`config.mk`:
```
export PLATFORM = sky130hd
export DESIGN_NAME = sdram_cmd_arbiter
export DESIGN_NICKNAME = d
export VERILOG_FILES = /design/src/rtl/sdram_pkg.sv /design/src/rtl/sdram_cmd_mux.sv /design/src/rtl/sdram_cmd_arbiter.sv
export SDC_FILE = /design/constraint.sdc
export NUM_CORES = 1
export LEC_CHECK = 0
export BUFFER_PORTS_ARGS = -buffer_cell sky130_fd_sc_hd__buf_4
export CORE_MARGIN = 2
export CORE_UTILIZATION = 35
export DETAILED_ROUTE_END_ITERATION = 6
export GPL_ROUTABILITY_DRIVEN = 0
export PLACE_DENSITY = 0.77
export SLEW_MARGIN = 20
export SYNTH_ARGS = -nofsm -noshare
export SYNTH_HDL_FRONTEND = slang
export SYNTH_SLANG_ARGS = --single-unit
export TNS_END_PERCENT = 5
```
`constraint.sdc`:
```
create_clock -name sys_clk -period 1.3 [get_ports sys_clk]
set_input_delay 0.065 -clock sys_clk [delete_from_list [all_inputs] [get_ports sys_clk]]
set_output_delay 0.065 -clock sys_clk [all_outputs]
set_load 0.1 [all_outputs]
```
`src/rtl/sdram_pkg.sv`:
```
// Shared SDRAM command encodings and arbiter state enum.
// Commands are encoded as {cs_n, ras_n, cas_n, we_n}.
package sdram_pkg;

  localparam logic [3:0] CMD_NOP       = 4'b0111;
  localparam logic [3:0] CMD_PRECHARGE = 4'b0010;
  localparam logic [3:0] CMD_AUTO_REF  = 4'b0001;

  typedef enum logic [2:0] {
    ARB_INIT  = 3'd0,
    ARB_IDLE  = 3'd1,
    ARB_SREF  = 3'd2,
    ARB_AREF  = 3'd3,
    ARB_WRITE = 3'd4,
    ARB_READ  = 3'd5
  } arb_state_e;

endpackage

```
`src/rtl/sdram_cmd_mux.sv`:
```
// Registered SDRAM pin driver: selects the bus owned by the current arbiter
// state and registers it onto the pins with one cycle of latency.
module sdram_cmd_mux
  import sdram_pkg::*;
#(
  parameter int ADDR_W = 12,
  parameter int BA_W   = 2
) (
  input  logic              i_clk,
  input  logic              i_rst,
  input  logic [2:0]        i_state,
  input  logic [3:0]        i_init_cmd,
  input  logic [BA_W-1:0]   i_init_ba,
  input  logic [ADDR_W-1:0] i_init_addr,
  input  logic              i_sref_cke,
  input  logic [3:0]        i_sref_cmd,
  input  logic [BA_W-1:0]   i_sref_ba,
  input  logic [ADDR_W-1:0] i_sref_addr,
  input  logic [3:0]        i_aref_cmd,
  input  logic [BA_W-1:0]   i_aref_ba,
  input  logic [ADDR_W-1:0] i_aref_addr,
  input  logic [3:0]        i_wr_cmd,
  input  logic [BA_W-1:0]   i_wr_ba,
  input  logic [ADDR_W-1:0] i_wr_addr,
  input  logic [3:0]        i_rd_cmd,
  input  logic [BA_W-1:0]   i_rd_ba,
  input  logic [ADDR_W-1:0] i_rd_addr,
  output logic              o_cke,
  output logic [3:0]        o_cmd,
  output logic [BA_W-1:0]   o_ba,
  output logic [ADDR_W-1:0] o_addr
);

  arb_state_e        w_state;
  logic              w_cke;
  logic [3:0]        w_cmd;
  logic [BA_W-1:0]   w_ba;
  logic [ADDR_W-1:0] w_addr;

  logic              r_cke;
  logic [3:0]        r_cmd;
  logic [BA_W-1:0]   r_ba;
  logic [ADDR_W-1:0] r_addr;

  assign w_state = arb_state_e'(i_state);

  // Idle (and any unused encoding) parks the pins on NOP with CKE high.
  always_comb begin
    w_cke  = 1'b1;
    w_cmd  = CMD_NOP;
    w_ba   = '1;
    w_addr = '1;
    case (w_state)
      ARB_INIT: begin
        w_cmd  = i_init_cmd;
        w_ba   = i_init_ba;
        w_addr = i_init_addr;
      end
      ARB_SREF: begin
        w_cke  = i_sref_cke;
        w_cmd  = i_sref_cmd;
        w_ba   = i_sref_ba;
        w_addr = i_sref_addr;
      end
      ARB_AREF: begin
        w_cmd  = i_aref_cmd;
        w_ba   = i_aref_ba;
        w_addr = i_aref_addr;
      end
      ARB_WRITE: begin
        w_cmd  = i_wr_cmd;
        w_ba   = i_wr_ba;
        w_addr = i_wr_addr;
      end
      ARB_READ: begin
        w_cmd  = i_rd_cmd;
        w_ba   = i_rd_ba;
        w_addr = i_rd_addr;
      end
      default: ;
    endcase
  end

  always_ff @(posedge i_clk or posedge i_rst) begin
    if (i_rst) begin
      r_cke  <= 1'b1;
      r_cmd  <= CMD_NOP;
      r_ba   <= '1;
      r_addr <= '1;
    end else begin
      r_cke  <= w_cke;
      r_cmd  <= w_cmd;
      r_ba   <= w_ba;
      r_addr <= w_addr;
    end
  end

  assign o_cke  = r_cke;
  assign o_cmd  = r_cmd;
  assign o_ba   = r_ba;
  assign o_addr = r_addr;

endmodule

```
`src/rtl/sdram_cmd_arbiter.sv`:
```
// SDRAM command arbiter: fixed-priority ownership of the SDRAM pins among
// init, self-refresh, auto-refresh, write and read stages.
module sdram_cmd_arbiter
  import sdram_pkg::*;
#(
  parameter int ADDR_W = 12,
  parameter int BA_W   = 2
) (
  input  logic              sys_clk,
  input  logic              sys_rst,
  input  logic              init_end,
  input  logic [3:0]        init_cmd,
  input  logic [BA_W-1:0]   init_ba,
  input  logic [ADDR_W-1:0] init_addr,
  input  logic              sref_req,
  input  logic              sref_done,
  input  logic              sref_cke,
  input  logic [3:0]        sref_cmd,
  input  logic [BA_W-1:0]   sref_ba,
  input  logic [ADDR_W-1:0] sref_addr,
  input  logic              aref_req,
  input  logic              wr_req,
  input  logic              rd_req,
  input  logic              aref_end,
  input  logic              wr_end,
  input  logic              rd_end,
  input  logic [3:0]        aref_cmd,
  input  logic [BA_W-1:0]   aref_ba,
  input  logic [ADDR_W-1:0] aref_addr,
  input  logic [3:0]        wr_cmd,
  input  logic [BA_W-1:0]   wr_ba,
  input  logic [ADDR_W-1:0] wr_addr,
  input  logic [3:0]        rd_cmd,
  input  logic [BA_W-1:0]   rd_ba,
  input  logic [ADDR_W-1:0] rd_addr,
  output logic              sref_en,
  output logic              aref_en,
  output logic              wr_en,
  output logic              rd_en,
  output logic              sdram_cke,
  output logic [3:0]        sdram_cmd,
  output logic [BA_W-1:0]   sdram_ba,
  output logic [ADDR_W-1:0] sdram_addr
);

  arb_state_e r_state;
  arb_state_e w_next;

  always_comb begin
    // NOTE: every always_comb output gets a default first, so no path can infer a latch.
    w_next = r_state;
    if (!init_end && r_state != ARB_INIT) begin
      w_next = ARB_INIT;
    end else begin
      case (r_state)
        ARB_INIT:  if (init_end) w_next = ARB_IDLE;
        ARB_IDLE: begin
          if (sref_req)      w_next = ARB_SREF;
          else if (aref_req) w_next = ARB_AREF;
          else if (wr_req)   w_next = ARB_WRITE;
          else if (rd_req)   w_next = ARB_READ;
        end
        // Only the owner's completion pulse is looked at; others are stray.
        ARB_SREF:  if (sref_done) w_next = ARB_IDLE;
        ARB_AREF:  if (aref_end)  w_next = ARB_IDLE;
        ARB_WRITE: if (wr_end)    w_next = ARB_IDLE;
        ARB_READ:  if (rd_end)    w_next = ARB_IDLE;
        default:   w_next = ARB_INIT;
      endcase
    end
  end

  always_ff @(posedge sys_clk or posedge sys_rst) begin
    // NOTE: sequential state uses non-blocking assignment so every flop samples pre-edge values.
    if (sys_rst) r_state <= ARB_INIT;
    else         r_state <= w_next;
  end

  // Grants decode the state register directly; sref_en also tracks the host level.
  assign sref_en = (r_state == ARB_SREF) && sref_req;
  assign aref_en = (r_state == ARB_AREF);
  assign wr_en   = (r_state == ARB_WRITE);
  assign rd_en   = (r_state == ARB_READ);

  sdram_cmd_mux #(
    .ADDR_W (ADDR_W),
    .BA_W   (BA_W)
  ) u_cmd_mux (
    .i_clk       (sys_clk),
    .i_rst       (sys_rst),
    .i_state     (r_state),
    .i_init_cmd  (init_cmd),
    .i_init_ba   (init_ba),
    .i_init_addr (init_addr),
    .i_sref_cke  (sref_cke),
    .i_sref_cmd  (sref_cmd),
    .i_sref_ba   (sref_ba),
    .i_sref_addr (sref_addr),
    .i_aref_cmd  (aref_cmd),
    .i_aref_ba   (aref_ba),
    .i_aref_addr (aref_addr),
    .i_wr_cmd    (wr_cmd),
    .i_wr_ba     (wr_ba),
    .i_wr_addr   (wr_addr),
    .i_rd_cmd    (rd_cmd),
    .i_rd_ba     (rd_ba),
    .i_rd_addr   (rd_addr),
    .o_cke       (sdram_cke),
    .o_cmd       (sdram_cmd),
    .o_ba        (sdram_ba),
    .o_addr      (sdram_addr)
  );

endmodule

```
==> results of run 1 <==
-- cell type report --
type	count	area [um2]
Fill cell	346	1400
Timing Repair Buffer	157	1260
Tap cell	52	65.1
Sequential cell	22	576
Multi-Input combinational cell	122	966
Inverter	1	3.75
Clock buffer	4	55.1
-- logic make-up after synthesis --
logic type,after synthesis
and+or+nand+nor,39
muxes,16
buffers and inverters,17
DFF,22
AOI/OAI and AO/OA,67
-- synth_stat cells, types with 2 or more instances --
library cell,instances,share of area
buf_2,7,0.023
o21a_1,3,0.015
and2_1,2,0.0081
dfrtp_1,4,0.065
a221o_1,3,0.019
a22oi_1,5,0.024
dfstp_2,18,0.30
nand2b_1,16,0.065
nor2_1,7,0.017
o21ai_0,2,0.0065
o32ai_1,12,0.068
buf_6,4,0.029
o22ai_1,14,0.056
a21oi_1,22,0.071
mux2i_1,12,0.077
mux2_2,3,0.022
o21bai_1,2,0.0097
nor2b_1,2,0.0081
or2_2,2,0.0081
buf_4,5,0.024
-- repair_timing --
| action | 4_1_cts | 5_1_grt |
|---|---|---|
| endpoints found under the setup margin | 19 | 25 |
| setup buffers | 11 | 1 |
| hold buffers | 2 | 0 |
| resized for setup | 29 | 11 |
| pin swaps | 5 | 5 |
| endpoints found under the hold margin | 5 | 0 |
-- report_power, final --
group          switching [mW]  internal, mW
Combinational            1.19         0.656
Sequential             0.0422         0.857
Clock                   0.227         0.270
-- worst max-delay path by stage --
stage / start / end / slack (ns) / depth (start not counted)
detailed placement: r_state[0] / u_cmd_mux.o_cmd[3] / -0.03 / 5
global placement: r_state[2] / sref_en / -0.01 / 4
CTS: r_state[1] / r_state[1] / -0.05 / 3
floorplan: r_state[1] / u_cmd_mux.o_addr[1] / -0.18 / 4
global route: r_state[2] / sref_en / -0.13 / 4
finish: r_state[2] / sref_en / -0.09 / 4
-- sequential cells by signal, indices dropped and copies added, names as in the netlist --
register	cells
u_cmd_mux.o_cmd	4
u_cmd_mux.o_addr	12
u_cmd_mux.o_ba	2
u_cmd_mux.o_cke	1
r_state	3
-- worst max-delay path: cells and delay by family (launching register included) --
family        cells  cell delay, ns
simple gates      3            0.43
buf+inv           1            0.16
flops             1            0.46
-- cells in the final DEF, fill, tap and decap left out, types with 3 or more instances in the layout --
cell / synthesis / final
nor2_4: 0 / 3
a22oi_1: 5 / 4
o21a_1: 3 / 3
dfstp_2: 18 / 18
buf_12: 0 / 4
nor2_1: 7 / 5
o22ai_1: 14 / 10
mux2_2: 3 / 3
a221o_1: 3 / 3
buf_4: 5 / 146
o22ai_2: 0 / 4
o32ai_1: 12 / 11
nand2b_1: 16 / 14
a21oi_1: 22 / 18
a21oi_2: 0 / 3
buf_6: 4 / 4
mux2i_1: 12 / 12
clkbuf_8: 0 / 4
-- layer usage --
metal / global-route usage / wire (um)
met1: 0.267 / 2270
met2: 0.429 / 3160
met3: 0.0342 / 319
met4: 0.0755 / 107
met5: 0 / 0
-- through the flow --
step	worst slack (ns)	hold WS (ns)	instance area, um2
global placement	-0.0112	0.127	2590
global route	-0.130	0.0408	2920
finish	-0.0882	0.0395	2920
floorplan	-0.179	0.0409	1570
detailed placement	-0.0350	0.134	2590
CTS	-0.0507	0.0336	2850
==> summary.md, run 1 <==
| Metric | Value |
|---|---|
| XOR/XNOR Fraction of Synth Area | `0` |
| Reg2Reg Depth | `5` |
| Arrival time at the worst endpoint | `1.32 ns` |
| #FFs+latches synth | `22` |
| Die Ht | `about 71 um` |
| Failing checks | `setup timing` |
| CP Launch Type | `flip-flop` |
| Ys async rst share | `1.00` |
| Slew margin rel. | `0.805` |
| Max Clock Freq | `720 MHz` |
| Critical path class | `flip-flop to output port` |
| IO Port Bufs | `124` |
| Final hold violations | `0` |
| Largest stage delay on the critical path | `about 0.46 ns` |
| CTS Buf Count | `3` |
| R2R Setup Slk | `-0.08 ns` |
| Syn nets | `263` |
| Largest family of logic cells by synthesized area | `compound AO/OA/AOI/OAI gates` |
| CP Data Required Time | `1.24 ns` |
| Die X | `approximately 71 um` |
| Final WL | `5.85 mm` |
| Placeable Area | `4320 um2` |
| HP Class | `primary input to flip-flop` |
| H-tree Lvls | `1` |
| HP Start | `sref_cmd[2]` |
| Mean Syn Cell Area | `just under 10 um2` |
| Gr ovfl total | `0` |
| Max-cap violations | `0` |
| Nets | `409` |
| DR iter-0 viols | `132` |
| Synth Area in Compound Gates | `0.289` |
| Routed vias/inst | `5.35` |
| Area grow syn2layout | `88.3%` |
| Worst r2r dst | `u_cmd_mux.o_cmd[3]` |
| CTS tree | `built` |
| Worst slew pin tran | `0.291 ns` |
| Sequential area share after synthesis | `0.369` |
| Vias in the first global route | `roughly 2000` |
| Post-Synth Adder-Cell Area | `0` |
| DIE AREA | `between 4000 and 5000 um2` |
| Final period util | `1.07` |
| Antenna violations before repair | `0` |
| Dpl hpwl | `4.29 mm` |
| Final Total Pwr | `3.25 mW` |
| Dpl cells | `340` |
| # setup viols final | `16` |
| Final core occ | `0.676` |
| Global-route usage over all layers | `0.229` |
| Worst hold endpoint | `u_cmd_mux.o_cmd[2]` |
| Crit Path Max Fanout | `5` |
| Peak supply drop | `~0.77 mV` |
| Setup TNS Final | `-0.617 ns` |
| Cells after synthesis | `roughly 160` |
| Clk sinks | `22` |
| RSZ-0062 raised after global routing | `yes` |
| Clk slew on worst S/H paths | `0.08 ns` |
| Layout cell share with drive strength beyond 1 | `0.673` |
| Initial core utilization | `0.359` |
| Antenna Nets Post-Route | `0` |
| Yosys warns | `0` |
| Final antenna diode count | `0` |
| Hold Path Depth | `2` |
| Simple-Gate Fraction of Synth Area | `0.157` |
| Finished Layout Cells | `about 360` |
| DRC violations left | `0` |
| Synth Flop Type | `dfstp_2` |
| Drt pass-1 iters | `4` |
| DR vias | `approximately 1900` |
| Clock skew | `0.00202 ns` |
| Multiplexer area fraction after synthesis | `0.106` |
| Final setup margin | `-0.0882 ns` |
| Status | `complete, but fails checks` |
| Root buffer cell | `clkbuf_8` |
| Pwr dens | `1110 nW/um2` |
| Crit-path slowest cell | `dfrtp_2` |
| Pin count of the biggest net entering global routing | `23` |
| Netlist cell types | `36` |
| Ports | `125` |
| Pleak | `1.31 nW` |
| CP Capture Type | `output port` |
| Worst-Skew Late Latency | `~0.26 ns` |
| Synthesized area | `1550 um2` |
| Longest Clk Path Bufs | `2` |
| Row count | `24` |
| Routed WL per cell | `16.4 um` |
| Worst r2r src | `r_state[1]` |
| CP Cell Sequence | `nand2b_4 > nor2_4 > and2_4 > buf_12` |
| EDFF count, synth | `0` |
| Slew Limit Fails | `0` |
| First-pass GRT wire length | `between 9 and 10 mm` |
| Post-layout min period | `1.39 ns` |
Note: power is estimated with default switching activity, not from simulation.
==> run 2: changes to the inputs <==
--- a/config.mk
+++ b/config.mk
@@ -7,10 +7,11 @@
 export LEC_CHECK = 0
 export BUFFER_PORTS_ARGS = -buffer_cell sky130_fd_sc_hd__buf_4
 export CORE_MARGIN = 2
-export CORE_UTILIZATION = 35
+export CORE_UTILIZATION = 39
 export DETAILED_ROUTE_END_ITERATION = 6
 export GPL_ROUTABILITY_DRIVEN = 0
-export PLACE_DENSITY = 0.77
+export GPL_TIMING_DRIVEN = 0
+export PLACE_DENSITY = 0.81
 export SLEW_MARGIN = 20
 export SYNTH_ARGS = -nofsm -noshare
 export SYNTH_HDL_FRONTEND = slang
==> constraint.sdc (replaced) <==
create_clock -name sys_clk -period 1.5 [get_ports sys_clk]
set_input_delay 0.075 -clock sys_clk [delete_from_list [all_inputs] [get_ports sys_clk]]
set_output_delay 0.075 -clock sys_clk [all_outputs]
set_load 0.1 [all_outputs]
==> summary.md, run 2 (same netlist as run 1, synthesis figures left out) <==
| Metric | Value |
|---|---|
| Status | `complete, but fails checks (unchanged)` |
| Failing checks | `hold timing (was setup timing)` |
| Max reg flops | `12 (unchanged)` |
| # fillers | `317 (was 346)` |
| Area grow syn2layout | `76.8% (was 88.3%)` |
| Arrival time at the worst endpoint | `1.41 ns (was 1.32 ns)` |
| Final setup margin | `0.0113 ns (was -0.0882 ns)` |
| Die Ht | `67.1 um (was 70.6 um)` |
| Hold Worst Slack | `-0.0180 ns (was 0.0395 ns)` |
| Die X | `67.1 um (was 70.6 um)` |
| Slew margin rel. | `0.442 (was 0.805)` |
| Nets | `397 (was 409)` |
| Crit Path Max Fanout | `10 (was 5)` |
| Commonest non-fill, non-tap cells in the layout | `buf_4 (132), a21oi_1 (22), dfstp_2 (18) (was buf_4 (146), a21oi_1 (18), dfstp_2 (18))` |
| CTS Buf Count | `3 (unchanged)` |
| Critical path class | `flip-flop to output port (unchanged)` |
| First-pass GRT wire length | `8.55 mm (was 9.18 mm)` |
| Clock skew | `0.00166 ns (was 0.00202 ns)` |
| Hold Buf Count CTS | `0 (was 2)` |
| Final instance area | `2740 um2 (was 2920 um2)` |
| CP Launch Type | `flip-flop (unchanged)` |
| Row count | `22 (was 24)` |
| Most common cell after layout, fill and taps aside | `buf_4 (unchanged)` |
| Placeable Area | `3740 um2 (was 4320 um2)` |
| Routed WL per cell | `16.7 um (was 16.4 um)` |
| Max Clock Freq | `672 MHz` |
| # setup viols final | `0 (was 16)` |
| HP Class | `primary input to async pin (was primary input to flip-flop)` |
| IO Port Bufs | `124 (unchanged)` |
| DR iter-0 viols | `95 (was 132)` |
| DIE AREA | `4500 um2 (was 4980 um2)` |
| Worst r2r src | `r_state[1] (unchanged)` |
| Clk sinks | `22 (unchanged)` |
| Final Total Pwr | `2.76 mW (was 3.25 mW)` |
| Final WL | `5.71 mm (was 5.85 mm)` |
| Global-route usage over all layers | `0.253 (was 0.229)` |
| Pleak | `1.24 nW (was 1.31 nW)` |
| Dpl hpwl | `4.23 mm (was 4.29 mm)` |
| Final hold violations | `4 (was 0)` |
| Initial core utilization | `0.414 (was 0.359)` |
| Vias in the first global route | `1813 (was 2020)` |
| Clk slew on worst S/H paths | `0.08 ns (about the same)` |
| Final period util | `0.992` |
| Dpl cell area | `2550 um2 (was 2590 um2)` |
| CTS tree | `built (unchanged)` |
| Final antenna diode count | `0 (unchanged)` |
| CP Data Required Time | `1.42 ns (was 1.24 ns)` |
| Slew Limit Fails | `0 (unchanged)` |
| Pwr dens | `1010 nW/um2 (was 1110 nW/um2)` |
| Worst slew pin tran | `0.836 ns (was 0.291 ns)` |
| Place WS | `-0.00163 ns (was -0.0350 ns)` |
| H-tree Lvls | `1 (unchanged)` |
| CP startpoint | `r_state[1] (was r_state[2])` |
| Antenna violations before repair | `0 (unchanged)` |
| Ports | `125 (unchanged)` |
| Routed vias/inst | `5.40 (was 5.35)` |
| DR vias | `1846 (was 1917)` |
| Worst-Skew Late Latency | `0.26 ns (about the same)` |
| Pin count of the biggest net entering global routing | `23 (unchanged)` |
| Root buffer cell | `clkbuf_8 (unchanged)` |
| Antenna Nets Post-Route | `0 (unchanged)` |
| Peak supply drop | `0.563 mV (was 0.770 mV)` |
| Reg2Reg Depth | `5 (unchanged)` |
| Max-cap violations | `0 (unchanged)` |
| RSZ-0062 raised after global routing | `yes (unchanged)` |
| DRC violations left | `0 (unchanged)` |
| Drt pass-1 iters | `4 (unchanged)` |
| Gr ovfl total | `0 (unchanged)` |
| Longest Clk Path Bufs | `2 (unchanged)` |
| Layout cell share with drive strength beyond 1 | `0.622 (was 0.673)` |
| CP Capture Type | `output port (unchanged)` |
| Worst r2r dst | `u_cmd_mux.o_addr[7] (was u_cmd_mux.o_cmd[3])` |
| R2R Setup Slk | `0.07 ns (was -0.08 ns)` |
| Post-layout min period | `1.49 ns` |
run 2: changes by cell type in the layout (fill, tap and decap cells not counted), sizes merged:
cell,change
buf,-10
dlygate4sd3,-2
run 2: final cells by class:
| type | instances | area, um2 | share of cell area |
|---|---|---|---|
| inverters | 1 | 3.75 | 0.00137 |
| clock buffers | 4 | 55.1 | 0.0201 |
| multi-input cells | 122 | 891 | 0.325 |
| repair buffers | 129 | 1020 | 0.371 |
| flip-flops and latches | 22 | 573 | 0.209 |
| well taps | 48 | 60.1 | 0.0219 |
| plain buffers | 16 | 141 | 0.0516 |
run 2: critical path, cell delays in order (launching register included):
cell     delay, ns
dfrtp_1       0.41
buf_4         0.19
and2b_2       0.22
and2_4        0.17
buf_12        0.16
run 2: worst max path at each step:
stage                          to  slack (ns)  depth (start not counted)
after floorplan           sref_en       -0.17                          4
after global routing      aref_en       -0.02                          4
after detailed placement  sref_en      -0.002                          5
final                     aref_en        0.01                          4
after CTS                 sref_en      -0.001                          5
after global placement    sref_en        0.01                          5
run 2: layer usage:
metal | global-route usage | vias to the layer above | routed length, um
li1 | - | 879 | -
met3 | 0.0490 | 8 | 389
met4 | 0.0612 | 0 | 72
met5 | 0 | - | 0
met1 | 0.310 | 880 | 2260
met2 | 0.450 | 79 | 2990
run 2: metrics by stage:
step,setup TNS (ns),std cells,util
floorplan,-0.337,161,-
global placement,0,333,0.682
detailed placement,-0.00163,333,0.682
CTS,-0.00140,341,0.722
global route,-0.0226,342,0.733
finish,0,342,0.733
run 2: where the power goes:
part	internal, mW	switching, mW	total (mW)	leakage (nW)
clock	0.234	0.202	0.436	0.0288
combinational	0.531	1.02	1.55	0.967
sequential	0.742	0.0300	0.772	0.241
run 2: what timing repair did:
action | CTS | global route
pin swaps | 1 | 1
setup endpoints to repair | 4 | 7
setup buffers | 4 | 1
resized for setup | 18 | 10
